### src/rtl/oport_arb.sv
// oport_arb: output-port arbiter for a 5-input wormhole router.
// Picks one input per packet in round-robin order, holds the crossbar
// select until that packet's tail flit leaves, and tracks downstream credits
// for each output VC.
//
// Ports:
//   clk, rst_            single clock; asynchronous active-low reset
//   port_k, req_k        input k requests output port port_k (k=0..4)
//   ivch_k               output VC requested by input k
//   ivalid_k, itail_k    input k presents a flit / the flit is a tail
//   credit_in/_vch       one credit returned for VC credit_vch
//   sel                  one-hot crossbar select (registered)
//   grt                  one-hot send permission (sel gated by credit)
//   busy                 output locked to a packet
//   cred_err             sticky credit-overflow flag
module oport_arb #(
  parameter int PORTID   = 0,
  parameter int CRED_MAX = 4,
  parameter int NVC      = 2,
  localparam int VW      = (NVC > 1) ? $clog2(NVC) : 1,
  localparam int CW      = $clog2(CRED_MAX + 1)
) (
  input  logic          clk,
  input  logic          rst_,
  input  logic [2:0]    port_0,
  input  logic [2:0]    port_1,
  input  logic [2:0]    port_2,
  input  logic [2:0]    port_3,
  input  logic [2:0]    port_4,
  input  logic          req_0,
  input  logic          req_1,
  input  logic          req_2,
  input  logic          req_3,
  input  logic          req_4,
  input  logic [VW-1:0] ivch_0,
  input  logic [VW-1:0] ivch_1,
  input  logic [VW-1:0] ivch_2,
  input  logic [VW-1:0] ivch_3,
  input  logic [VW-1:0] ivch_4,
  input  logic          ivalid_0,
  input  logic          ivalid_1,
  input  logic          ivalid_2,
  input  logic          ivalid_3,
  input  logic          ivalid_4,
  input  logic          itail_0,
  input  logic          itail_1,
  input  logic          itail_2,
  input  logic          itail_3,
  input  logic          itail_4,
  input  logic          credit_in,
  input  logic [VW-1:0] credit_vch,
  output logic [4:0]    sel,
  output logic [4:0]    grt,
  output logic          busy,
  output logic          cred_err
);

  typedef enum logic {IDLE, LOCK} state_t;

  state_t          state, state_nx;
  logic [2:0]      ptr, ptr_nx;
  logic [4:0]      sel_nx;
  logic [VW-1:0]   lvc, lvc_nx;
  logic [CW-1:0]   credit [NVC];

  logic [4:0]      req_v, ivalid_v, itail_v, elig;
  logic [2:0]      port_v [5];
  logic [VW-1:0]   ivch_v [5];
  logic            found, sent, tail_sent;
  logic [2:0]      win, lock_idx;
  logic [NVC-1:0]  inc, dec;

  assign req_v    = {req_4, req_3, req_2, req_1, req_0};
  assign ivalid_v = {ivalid_4, ivalid_3, ivalid_2, ivalid_1, ivalid_0};
  assign itail_v  = {itail_4, itail_3, itail_2, itail_1, itail_0};
  assign port_v   = '{port_0, port_1, port_2, port_3, port_4};
  assign ivch_v   = '{ivch_0, ivch_1, ivch_2, ivch_3, ivch_4};

  function automatic logic [2:0] wrap5(input logic [3:0] v);
    return (v >= 4'd5) ? 3'(v - 4'd5) : v[2:0];
  endfunction

  function automatic logic [2:0] enc5(input logic [4:0] oh);
    logic [2:0] idx;
    idx = '0;
    for (int unsigned i = 0; i < 5; i++)
      if (oh[i]) idx = 3'(i);
    return idx;
  endfunction

  // Eligibility sees the credit registered at the start of the cycle.
  always_comb begin
    elig = '0;
    for (int unsigned k = 0; k < 5; k++)
      elig[k] = req_v[k] && (port_v[k] == 3'(PORTID)) && (credit[ivch_v[k]] != '0);
  end

  // Round-robin search starting at ptr.
  always_comb begin
    found = 1'b0;
    win   = '0;
    for (int unsigned i = 0; i < 5; i++) begin
      if (!found && elig[wrap5({1'b0, ptr} + 4'(i))]) begin
        found = 1'b1;
        win   = wrap5({1'b0, ptr} + 4'(i));
      end
    end
  end

  assign busy      = (state == LOCK);
  assign grt       = (busy && credit[lvc] != '0) ? sel : '0;
  assign sent      = |(grt & ivalid_v);
  assign tail_sent = |(grt & ivalid_v & itail_v);
  assign lock_idx  = enc5(sel);

  always_comb begin
    state_nx = state;
    sel_nx   = sel;
    lvc_nx   = lvc;
    ptr_nx   = ptr;
    case (state)
      IDLE: begin
        if (found) begin
          state_nx = LOCK;
          sel_nx   = 5'(1) << win;
          lvc_nx   = ivch_v[win];
        end
      end
      LOCK: begin
        if (tail_sent) begin
          state_nx = IDLE;
          sel_nx   = '0;
          ptr_nx   = wrap5({1'b0, lock_idx} + 4'd1);
        end
      end
      default: state_nx = IDLE;
    endcase
  end

  always_ff @(posedge clk or negedge rst_) begin
    if (!rst_) begin
      state <= IDLE;
      sel   <= '0;
      lvc   <= '0;
      ptr   <= '0;
    end else begin
      state <= state_nx;
      sel   <= sel_nx;
      lvc   <= lvc_nx;
      ptr   <= ptr_nx;
    end
  end

  always_comb begin
    inc = '0;
    dec = '0;
    for (int unsigned v = 0; v < NVC; v++) begin
      inc[v] = credit_in && (credit_vch == VW'(v));
      dec[v] = sent && (lvc == VW'(v));
    end
  end

  // Simultaneous return and consumption on one VC cancel out; a return
  // onto a full counter is dropped and flagged.
  always_ff @(posedge clk or negedge rst_) begin
    if (!rst_) begin
      for (int unsigned v = 0; v < NVC; v++)
        credit[v] <= CW'(CRED_MAX);
      cred_err <= 1'b0;
    end else begin
      for (int unsigned v = 0; v < NVC; v++) begin
        if (dec[v] && !inc[v]) begin
          credit[v] <= credit[v] - CW'(1);
        end else if (inc[v] && !dec[v]) begin
          if (credit[v] == CW'(CRED_MAX))
            cred_err <= 1'b1;
          else
            credit[v] <= credit[v] + CW'(1);
        end
      end
    end
  end

endmodule
### config.mk
export PLATFORM = sky130hd
export DESIGN_NAME = oport_arb
export DESIGN_NICKNAME = d
export VERILOG_FILES = /design/src/rtl/oport_arb.sv
export SDC_FILE = /design/constraint.sdc
export NUM_CORES = 1
export LEC_CHECK = 0
export BUFFER_PORTS_ARGS = -buffer_cell sky130_fd_sc_hd__buf_2
export CORE_ASPECT_RATIO = 0.8
export CORE_MARGIN = 2
export CORE_UTILIZATION = 30
export DETAILED_ROUTE_END_ITERATION = 6
export GPL_ROUTABILITY_DRIVEN = 0
export PLACE_DENSITY = 0.5
export SLEW_MARGIN = 40
export SYNTH_ARGS = -nofsm -noshare
export SYNTH_HDL_FRONTEND = slang
export SYNTH_SLANG_ARGS = --single-unit
### constraint.sdc
create_clock -name clk -period 4.3 [get_ports clk]
set_clock_uncertainty 0.05 [all_clocks]
set_input_delay 0.215 -clock clk [delete_from_list [all_inputs] [get_ports clk]]
set_output_delay 0.215 -clock clk [all_outputs]
set_load 0.01 [all_outputs]
==> results.py <==
metrics = {
    "routing": {
        "drtAntennaViolNets": 0,
        "wirelength_mm": 6.27,
        "drcViolationCount": 0,
        "vias_per_cell": 5.45,
        "drtPass1Iterations": 4,
        "vias": 2299,
        "first_iter_violations": 144,
        "wl_per_cell_um": 14.9,
    },
    "timing": {
        "hold_viol_final": 0,
        "fin_ws_ps": 266,
        "fmax_ghz": 0.248,
        "timing.hold.ws_ps": 372,
        "period_minus_slack_ps": 4030,
        "fin_crit_sh": 0.938,
        "grt_setup_unrepaired": "no",
        "report.final.slew_viol_count": 0,
        "slew_headroom": 0.562,
        "setup_viol": 0,
        "tns_ps": 0,
        "worst_slew_pin_slew_ps": 652,
    },
    "worst_setup_path": {
        "crit_required_ps": 4390,
        "path_class": "flip-flop to flip-flop",
        "endpoint_kind": "flip-flop",
        "critPathArrivalTime_ps": 4130,
        "crit_fanout": 10,
        "crit_path_start_kind": "flip-flop",
    },
    "floorplan": {
        "die_y_um": 80.8,
        "die_x_um": 100,
        "start_util": 0.315,
        "ios": 51,
        "core-area_mm2": 0.00703,
        "die-area_mm2": 0.00808,
        "std_cell_rows": 27,
    },
    "finish": {
        "layout_commonest_cell": "buf_2",
        "nets": 391,
        "num_antenna_cells": 0,
        "fin_area_mm2": 0.00267,
        "fin_util": 0.380,
        "drive_gt1_frac": 0.266,
        "area_delta_synth_final_pct": 20.7,
        "final_cell_mix": "buf_2, inv_1, nand2_1, nor2_1, a21oi_1",
        "fin_cells": 422,
    },
    "power_and_ir_drop": {
        "power_density_mw_per_mm2": 747,
        "ir_drop_v": 0.000269,
        "pwr-share-comb": 0.776,
        "total_power_mw": 2.00,
        "p_sw_mw": 1.02,
        "p_sw_frac": 0.511,
        "intPower_mw": 0.976,
        "seqPwrFrac": 0.161,
        "pwr-share-clk": 0.063,
        "power.leakage_nw": 1.24,
    },
    "clocking": {
        "clk_pin_slew_worst_paths_ps": 70,
        "ctsLongestPathBuffers": 2,
        "htreeDepth": 1,
        "clockRootBuffer": "clkbuf_8",
        "cts_tree": "done",
        "cts_sinks": 17,
        "cts_buffers": 3,
        "clock_latency_ps": 250,
    },
    "yosys": {
        "syn_nets": 331,
        "synth_top_area_share": 0.170,
        "avgSynthCellArea_um2": 8.01,
        "syn_inst": 276,
        "synth_seq_cells": 17,
        "yosysTopAreaCell": "dfrtp_1",
        "yosys_warnings": 0,
        "ys_seq_area_frac": 0.193,
        "synth_area_leaders": "dfrtp_1, ha_1, inv_1",
        "netlist_area_mm2": 0.00221,
        "async_flop_share": 1.00,
        "synth_edf_count": 0,
        "ys.flop_type": "dfrtp_1",
        "synth_cell_types": 57,
    },
    "grt": {
        "grt_pass1_wl_mm": 10.2,
        "grt_pass1_vias": 2114,
        "grt_use_total": 0.156,
        "antenna_found_initial": 0,
        "grt_max_degree": 18,
        "grt_remaining_overflow": 0,
    },
    "placed_design": {
        "post-place-cells": 417,
        "dpl.hpwl_mm": 5.11,
        "portBuffers": 50,
        "pre_cts_slack_ps": 260,
        "dpl-instance-area_mm2": 0.00261,
    },
    "min_path": {
        "holdCritPathClass": "primary input to async pin",
    },
    "job": {
        "max_cap_viol_count": 0,
    },
    "status": {
        "status": "completed",
    },
}
## final cells by class
class                      count  area, um^2
fill                         737        4360
multi-input combinational    223        1630
sequential                    17         429
timing repair buffer          63         350
tap                           87         109
inverter                      28         105
clock buffer                   3        41.3
clock inverter                 1        5.00
## state kept, by name, indices dropped and copies added (netlist names)
| signal | flops |
|---|---|
| credit | 6 |
| sel | 5 |
| ptr | 3 |
| busy | 1 |
| cred_err | 1 |
| lvc | 1 |
## path summary, 6_finish.rpt
path                           from         to  slack (ps)  depth (start not counted)
max in group asynchronous      rst_  credit[5]        3500                          2
max reg2reg                  ptr[1]        lvc         270                         12
max                          ptr[1]        lvc         270                         12
min in group clk             ivch_2        lvc         380                          3
min reg2reg                cred_err   cred_err         440                          1
min                            rst_  credit[1]         370                          2
## cell usage after synthesis (5+ instances only)
cell / n
ha_1: 13
nand2b_1: 9
nand2_1: 21
nor4_1: 6
and3_1: 6
a21oi_1: 15
mux2i_1: 8
o22ai_1: 5
nor2_1: 20
inv_1: 27
nor3_1: 9
o21ai_0: 13
nand3_1: 5
a221oi_1: 8
and2_1: 5
a211oi_1: 7
dfrtp_1: 15
## power by group through the flow
stage	clock network, mW	registers (mW)	logic, mW
after global routing	0.137	0.334	1.73
after global placement	0	0.322	1.52
after floorplan	0	0.283	1.20
after detailed placement	0	0.321	1.53
after CTS	0.130	0.318	1.53
final	0.126	0.321	1.55
## routing by layer
layer | routed length (um) | global-route usage | vias to the layer above | part of all wire
met5 | 0 | 0 | - | 0
met4 | 26 | 0.0219 | 0 | 0.0041
met1 | 3260 | 0.238 | 1073 | 0.52
met3 | 371 | 0.0224 | 2 | 0.059
li1 | - | - | 1155 | -
met2 | 2600 | 0.239 | 69 | 0.42
## worst max-delay path, stage by stage, from the launching register on
cell and delay, ps:
dfrtp_1 380, buf_4 170, ha_1 320, a21oi_1 290, mux2_2 410, mux2i_1 270, o22ai_1 210, nand2b_1 270
or3_4 410, or2_1 260, a2bb2oi_2 170, mux4_2 440, a211o_1 260
## logic make-up (layout without fill, tap and decap cells)
kind of cell,after synthesis,after routing,share of synthesized area
AOI/OAI and AO/OA,81,81,0.270
DFF,17,17,0.193
xor gates and xnor gates,4,4,0.0158
adders and majority gates,16,16,0.101
and+or+nand+nor,109,109,0.281
buffers and inverters,36,95,0.0718
muxes,13,13,0.0667
## what timing repair did
| item | 4_1_cts | 5_1_grt |
|---|---|---|
| hold endpoints to repair | 15 | 0 |
| hold buffers | 1 | 0 |
| buffers inserted | 0 | 0 |
| setup endpoints to repair | 0 | 1 |
| gates resized for setup | 0 | 2 |
No activity file was read; power rests on OpenSTA's default activity.
